[src/rtl/mem_ctrl.sv]
// Byte-serial memory controller: arbitrates fetch and load/store requesters onto
// an 8-bit RAM port, assembling little-endian read words and splitting write words.
module mem_ctrl #(
  parameter int ADDR_W = 32,
  parameter int DATA_W = 32
) (
  input  logic              clk,
  input  logic              rst,
  input  logic              rdy,
  input  logic              if_req_i,
  input  logic [ADDR_W-1:0] if_addr_i,
  input  logic              if_flush_i,
  output logic [DATA_W-1:0] if_data_o,
  output logic              if_done_o,
  input  logic              mem_req_i,
  input  logic              mem_we_i,
  input  logic [1:0]        mem_len_i,
  input  logic [ADDR_W-1:0] mem_addr_i,
  input  logic [DATA_W-1:0] mem_wdata_i,
  output logic [DATA_W-1:0] mem_rdata_o,
  output logic              mem_done_o,
  input  logic [7:0]        ram_din_i,
  output logic [7:0]        ram_dout_o,
  output logic [ADDR_W-1:0] ram_addr_o,
  output logic              ram_wr_o
);

  typedef enum logic [1:0] {S_IDLE, S_READ, S_WRITE, S_DONE} state_t;

  state_t            state_q, state_d;
  logic              own_mem_q, own_mem_d;
  logic [ADDR_W-1:0] base_q, base_d, addr_q, addr_d;
  logic [2:0]        n_q, n_d, idx_q, idx_d, idx_p1;
  logic [DATA_W-1:0] wdata_q, wdata_d, asm_q, asm_d;
  logic [DATA_W-1:0] if_data_q, if_data_d, mem_rdata_q, mem_rdata_d;
  logic [7:0]        dout_q, dout_d;
  logic              wr_q, wr_d;
  logic [1:0]        byte_sel;

  always_comb begin
    state_d     = state_q;
    own_mem_d   = own_mem_q;
    base_d      = base_q;
    addr_d      = addr_q;
    n_d         = n_q;
    idx_d       = idx_q;
    wdata_d     = wdata_q;
    asm_d       = asm_q;
    if_data_d   = if_data_q;
    mem_rdata_d = mem_rdata_q;
    dout_d      = dout_q;
    wr_d        = wr_q;
    byte_sel    = '0;
    idx_p1      = idx_q + 3'd1;
    case (state_q)
      S_IDLE: begin
        idx_d = '0;
        asm_d = '0;
        if (mem_req_i) begin
          own_mem_d = 1'b1;
          base_d    = mem_addr_i;
          addr_d    = mem_addr_i;
          n_d       = (mem_len_i == 2'b00) ? 3'd1 : (mem_len_i == 2'b01) ? 3'd2 : 3'd4;
          wdata_d   = mem_wdata_i;
          if (mem_we_i) begin
            state_d = S_WRITE;
            dout_d  = mem_wdata_i[7:0];
            wr_d    = 1'b1;
          end else begin
            state_d = S_READ;
          end
        end else if (if_req_i && !if_flush_i) begin
          own_mem_d = 1'b0;
          base_d    = if_addr_i;
          addr_d    = if_addr_i;
          n_d       = 3'd4;
          state_d   = S_READ;
        end
      end
      S_READ: begin
        if (!own_mem_q && if_flush_i) begin
          state_d = S_IDLE;
        end else begin
          // RAM data lags the address by one cycle, so index i fills byte i-1
          if (idx_q != 3'd0) begin
            byte_sel = idx_q[1:0] - 2'd1;
            asm_d[{byte_sel, 3'b000} +: 8] = ram_din_i;
          end
          if (idx_q < n_q - 3'd1) addr_d = base_q + ADDR_W'(idx_p1);
          if (idx_q == n_q) begin
            state_d = S_DONE;
            if (own_mem_q) mem_rdata_d = asm_d;
            else           if_data_d   = asm_d;
          end else begin
            idx_d = idx_p1;
          end
        end
      end
      S_WRITE: begin
        if (idx_q < n_q - 3'd1) begin
          idx_d    = idx_p1;
          addr_d   = base_q + ADDR_W'(idx_p1);
          byte_sel = idx_p1[1:0];
          dout_d   = wdata_q[{byte_sel, 3'b000} +: 8];
        end else begin
          wr_d    = 1'b0;
          state_d = S_DONE;
        end
      end
      S_DONE:  state_d = S_IDLE;
      default: state_d = S_IDLE;
    endcase
  end

  always_ff @(posedge clk) begin
    if (!rst) begin
      state_q     <= S_IDLE;
      own_mem_q   <= 1'b0;
      base_q      <= '0;
      addr_q      <= '0;
      n_q         <= '0;
      idx_q       <= '0;
      wdata_q     <= '0;
      asm_q       <= '0;
      if_data_q   <= '0;
      mem_rdata_q <= '0;
      dout_q      <= '0;
      wr_q        <= 1'b0;
    end else if (rdy) begin
      state_q     <= state_d;
      own_mem_q   <= own_mem_d;
      base_q      <= base_d;
      addr_q      <= addr_d;
      n_q         <= n_d;
      idx_q       <= idx_d;
      wdata_q     <= wdata_d;
      asm_q       <= asm_d;
      if_data_q   <= if_data_d;
      mem_rdata_q <= mem_rdata_d;
      dout_q      <= dout_d;
      wr_q        <= wr_d;
    end
  end

  assign if_done_o   = (state_q == S_DONE) && !own_mem_q;
  assign mem_done_o  = (state_q == S_DONE) && own_mem_q;
  assign if_data_o   = if_data_q;
  assign mem_rdata_o = mem_rdata_q;
  assign ram_dout_o  = dout_q;
  assign ram_addr_o  = addr_q;
  assign ram_wr_o    = wr_q & rdy;

endmodule

[config.mk]
export PLATFORM = sky130hd
export DESIGN_NAME = mem_ctrl
export DESIGN_NICKNAME = d
export VERILOG_FILES = /design/src/rtl/mem_ctrl.sv
export SDC_FILE = /design/constraint.sdc
export NUM_CORES = 1
export LEC_CHECK = 0
export ABC_CLOCK_PERIOD_IN_PS = 4700
export CAP_MARGIN = 30
export CELL_PAD_IN_SITES_DETAIL_PLACEMENT = 0
export CELL_PAD_IN_SITES_GLOBAL_PLACEMENT = 2
export CORE_ASPECT_RATIO = 1.25
export CORE_UTILIZATION = 30
export DETAILED_ROUTE_END_ITERATION = 10
export MAX_ROUTING_LAYER = met4
export PLACE_DENSITY_LB_ADDON = 0.08
export SLEW_MARGIN = 40
export SYNTH_ARGS = -nofsm -noshare
export SYNTH_HDL_FRONTEND = slang
export SYNTH_SLANG_ARGS = --single-unit
[constraint.sdc]
create_clock -name clk -period 4.7 [get_ports clk]
set_input_delay 0.94 -clock clk [delete_from_list [all_inputs] [get_ports clk]]
set_output_delay 0.94 -clock clk [all_outputs]
set_load 0.01 [all_outputs]
# == After elaboration in Yosys (flattened, before gate mapping) ==
# Cells that the tools add are included.
# totals
reg_bits,210
in_bits,113
wordCells,94
# classes
magnitude_cmp,1
n_bitwise,3
reduce_logical,23
mux,34
eq_ne,13
shifts,3
add_sub_neg,5
# ops
operator,n
two-way mux 32 bit,6
case mux 32 bit (3 select lines),1
case mux 32 bit (2 select lines),1
adder 32 x 3 -> 32 bit,1
bitwise mux 32 bit,1
"variable shift 8 x 7 -> 32 bit, first input constant",1
indexed part select 32 x 6 -> 8 bit,1
indexed part select 8 x 7 -> 32 bit,1
AND reduction 5 bit,5
two-way mux 8 bit,3
two-way mux 3 bit,7
case mux 8 bit (2 select lines),1
two-way mux 2 bit,6
"inequality test 2 bit, second input constant",6
case mux 3 bit (3 select lines),1
AND reduction 3 bit,3
case mux 2 bit (4 select lines),1
AND reduction 4 bit,2
negator 5 -> 7 bit,1
"inequality test 3 bit, second input constant",2
nonzero test 2 bit,3
nonzero test 3 bit,2
two-way mux 1 bit,5
"equality test 2 x 1 -> 1 bit, second input constant",2
12 further kinds,19

# == Depth between registers and ports, before layout ==
# depth
word_depth,7
ltp_mapped,11
depth_no_buf,9

# == Worst setup path after synthesis ==
# OpenSTA, ideal clock, no wires.
# synth_timing
path_type,register to register
start,register idx_q[0]
end,register addr_q[22] (netlist: ram_addr_o[22])
setup_ps,134
arrival_time_ps,3199
path_stages_with_launch,12
synth_period_minus_slack_ps,3333
path_slack_ps,1367
t_required_ps,4566
path_cell_list,dfxtp_1 -> clkbuf_1 -> inv_1 -> ha_1 -> buf_2 -> inv_1 -> fa_1 -> nor2b_1 -> o21ai_0 -> nor4_1 -> xnor2_1 -> o22ai_1
# synth_between
elab_chain_cells,5
# synth_lines
item,line,rtl
"start, declared",33,"logic [2:0] n_q, n_d, idx_q, idx_d, idx_p1;"
"start signal, assigned",135,idx_q <= idx_d;
adder 3 x 1 -> 3 bit,54,idx_p1 = idx_q + 3'd1;
adder 32 x 3 -> 32 bit,"89, 102",
two-way mux 32 bit (*),"89, 100",
two-way mux 32 bit,81,if (!own_mem_q && if_flush_i) begin
case mux 32 bit (3 select lines) (*),55,case (state_q)
"end signal, assigned",133,addr_q <= addr_d;
"end, declared",32,"logic [ADDR_W-1:0] base_q, base_d, addr_q, addr_d;"
# Mark *: on every way between the ends. The rest lies on a longest branch, timed or not. The select of a mux whose other input is x is not followed.
# A chain may end at the register's enable or synchronous reset.

# == Worst setup path after layout ==
# layout_timing
start,input rdy
end,output ram_wr_o
# layout_between
elab_chain_cells,1
# layout_lines
item,line,rtl
"start, declared",9,"input logic rdy,"
bitwise AND 1 bit,151,assign ram_wr_o = wr_q & rdy;
"end, declared",25,output logic ram_wr_o
# No other way between the ends.

==> results by stage <==
Clocking:
- The largest buffer count on any clock path is 3.
- The number of clock sinks is 210.
- Hold repair after CTS inserted 0 buffers.
- TritonCTS built the clock tree.
- The clock edge transition at the registers on the reported setup and hold paths is 0.05 ns.
- Clock tree synthesis inserted a total of 24 buffers.
- The number of buffers inserted by post-CTS setup repair is 0.
- Gates resized during post-CTS repair numbered 0.
- CTS built an H-tree with a depth of 1.
- In this run the clock root is driven by a sky130_fd_sc_hd__clkbuf_16.
- The source-to-sink clock delay at the later pin of the worst-skew pair is 0.52 ns.

Synthesis:
- The synthesized netlist occupies a cell area of 9548 um^2.
- The proportion of register bits with asynchronous set or reset after synthesis is 0%.
- The cell type with the largest total area after synthesis is sky130_fd_sc_hd__dfxtp_1.
- The top cell type by area accounts for 44.03% of the synthesized area.
- In the synthesized netlist the dominant register cell turns out to be sky130_fd_sc_hd__dfxtp_1.
- The number of synthesized flops with an enable pin is 0.
- The synthesized instance count is 1071.
- The net count after synthesis is 1203.
- The synthesized netlist contains 61 unique library cells.
- The number of flip-flops and latches in the synthesized netlist is 210.
- After synthesis, the mean cell area works out to 8.915 um^2.
- Summing the sequential cell areas from Yosys gives 44.03% of the chip area.
- The number of warnings reported in the yosys synthesis log is 0.
- By area the synthesized netlist is led by sky130_fd_sc_hd__dfxtp_1 44%, sky130_fd_sc_hd__a211oi_1 8.5%, sky130_fd_sc_hd__nor2_1 6.2%, sky130_fd_sc_hd__mux2i_1 4.7%, sky130_fd_sc_hd__nand2_1 3.8%.

Final layout:
- The area of the multi-input gates is 4886 um^2.
- The layout cell share with drive strength beyond 1 is 6.344%.
- Leaving out fill and tap cells, the most frequent cells in the layout are 218 x sky130_fd_sc_hd__clkdlybuf4s50_1, 210 x sky130_fd_sc_hd__dfxtp_1, 157 x sky130_fd_sc_hd__nor2_1.
- The net count of the finished layout is 1377.
- The post-layout instance count excluding filler cells is 1668.
- The count of filler cells inserted in the layout is 3168.
- The library cell used most frequently in the layout, excluding fill and tap cells, is sky130_fd_sc_hd__clkdlybuf4s50_1.
- The area taken by flip-flops and latches is 4204 um^2.
- The layout overhead on the synthesized area is 34.10%.
- The repair_antennas step left the layout with diodes totalling 0.

Worst setup path:
- The signal on the critical path passes through clkdlybuf4s50_1 > buf_4 > and2_1 > clkdlybuf4s50_1.
- STA classifies the critical path endpoint as a primary output.
- STA puts the critical path data required time at 3.76 ns.
- STA classifies the critical path startpoint as an input port.
- The cell type of the slowest stage on the worst timing path is sky130_fd_sc_hd__clkdlybuf4s50_1.
- In this design, the largest share of critical-path delay is due to buffers and inverters.
- The endpoint arrival time on the critical path is 2.23 ns.
- In this run the worst path has a maximum fanout of 12.
- The delay of the slowest cell on the worst path is 0.53 ns.
- The cell occurring most often along the worst timing path is sky130_fd_sc_hd__clkdlybuf4s50_1.
- The count of buffer and inverter cells on the critical path is 3.
- The type of the setup path with the least slack is in -> out.

Placed design:
- The number of placed instances, taps included is 1626.
- The half-perimeter wire length after placement is 21080 um.
- The global placer's final weighted congestion is 0.7917.
- During placement, the flow inserted port buffers numbering 219.

Floorplan:
- The height of the die is 201.5 um.
- The core outline area is 31170 um^2.
- Measured along the x axis, the die boundary spans 161.6 um.
- The initial core utilization is 30.63%.
- The top-level port count is 220.
- The initialized floorplan defines 72 standard-cell rows.
- The area of the die is 32550 um^2.

Detailed routing:
- The aggregate routed wire length is 30550 um.
- The detail route stage leaves a number of antenna-violating nets equal to 0.
- The number of design rule violations left after detail routing is 0.
- The number of DRC violations after detailed-routing iteration 0 is 331.
- Dividing the detail-routed via count by the number of cells gives 5.096.
- The number of search-and-repair iterations in the first detailed-routing pass is 5.
- The detailed router placed 8500 vias in this run.
- The per-cell routed wire length is 18.32 um.

Min path:
- The worst hold path class is reg -> reg.

Timing:
- Static timing analysis puts the maximum clock frequency at 0.3154 GHz.
- The sum of negative setup slack is 0 ns.
- Measured against its own limit, the worst slew margin works out to 46.23%.
- The number of endpoints with negative hold slack in the final report came to 0.
- Setup violations remaining at the end of the flow were counted as 0.
- The minimum clock period after layout is 3.170 ns.
- For the pin with the worst max-slew slack, the measured transition is 0.8043 ns.
- The worst path uses 67.45% of the clock period.
- The max-slew violation count was 0.
- Setup repair after global routing left no endpoint under its margin.
- The largest clock skew in the final design is 0.009459 ns.

Global routing:
- The overflow left after global routing is 0.
- The maximum number of pins on one net before global-route repair is 80.
- The via count of the first global-routing pass was 8505.
- The total routing usage reported by global routing is 19.14%.
- The wire length of the first global-routing pass is 48040 um.
- The number of antenna violations at the first check in global routing is 0.

Pwr:
- The largest vdd supply drop is 0.2429 mV.
- The total design power is 4.705 mW.
- For this design the static power due to leakage is 4.387 nW.
- The power density relative to cell area is 367.5 nW/um^2.

Outcome:
- The flow ran to the end, and the final reports show no timing, DRC or antenna violations.

Flow run:
- Max-cap violations in this run came to 0.
[registers in the layout, indices dropped and copies added, names as in the netlist]
name	count
asm_q	32
base_q	32
if_data_o	32
mem_rdata_o	32
ram_addr_o	32
wdata_q	32
ram_dout_o	8
idx_q	3
n_q	3
state_q	2
own_mem_q	1
wr_q	1
[synthesized netlist by cell type, drive strengths merged, types with 11 or more instances]
library cell and number:
a211oi 109, a21oi 61, a22oi 33, a2bb2oi 32
and3 11, buf 35, clkbuf 54, dfxtp 210
ha 18, inv 18, mux2i 45, nand2 96
nand3 19, nor2 158, nor3 11, nor4 20
o21ai 16, o22ai 13, xnor2 18
[stage by stage]
stage / utilization (%) / hold WS (ns) / cell area [um^2] / setup slack (ns)
2_1_floorplan: - / 0.4331 / 9548 / 1.367
3_3_place_gp: 38.52 / 0.4387 / 12010 / 1.143
3_5_place_dp: 38.55 / 0.4458 / 12020 / 1.342
4_1_cts: 41.05 / 0.4537 / 12800 / 1.481
5_1_grt: 41.08 / 0.4715 / 12800 / 1.419
6_report: 41.08 / 0.4523 / 12800 / 1.530
[layer usage]
metal	vias up	track usage (%)	part of all wire [%]
met3	38	2.907	4.8
met1	4002	23.29	44
li1	4255	-	-
met5	-	-	0
met4	0	4.784	1.7
met2	205	32.85	49
[cell families after synthesis]
kind of cell             synth area share, %
XOR/XNOR                               2.477
adder cells (fa/ha/maj)                2.569
multiplexers                           6.723
buffers and inverters                  5.084
AO/OA/AOI/OAI                          22.55
AND/OR/NAND/NOR                        16.56
flip-flops                             44.03
[final timing paths]
kind | start | slack, ns | end | depth (start not counted)
worst max-delay path | rdy | 1.53 | ram_wr_o | 4
worst min register to register | ram_addr_o[0] | 0.45 | ram_addr_o[0] | 2
worst min-delay path | ram_addr_o[0] | 0.45 | ram_addr_o[0] | 2
worst max register to register | idx_q[0] | 1.66 | ram_addr_o[23] | 10
[report_power, final]
| part | switching, mW | total [mW] | internal [mW] |
|---|---|---|---|
| logic | 0.460 | 0.856 | 0.396 |
| clock network | 0.739 | 1.86 | 1.12 |
| registers | 0.0948 | 1.99 | 1.90 |
| total | 1.29 | 4.70 | 3.41 |
[tightest hold or removal path, delay by kind of cell (launching register included)]
kind | cells | cell delay (ns)
AO/OA/AOI/OAI | 1 | 0.05
AND/OR/NAND/NOR | 1 | 0.05
flip-flops | 1 | 0.30
[cell type report]
cell class                 count  area share (%)
inverter                      19          0.5961
clock inverter                 3          0.3323
sequential                   210           32.84
timing repair buffer         237           18.33
clock buffer                  39           5.766
tap                          407           3.977
multi-input combinational    753           38.16
(Power assumes the default switching activity.)
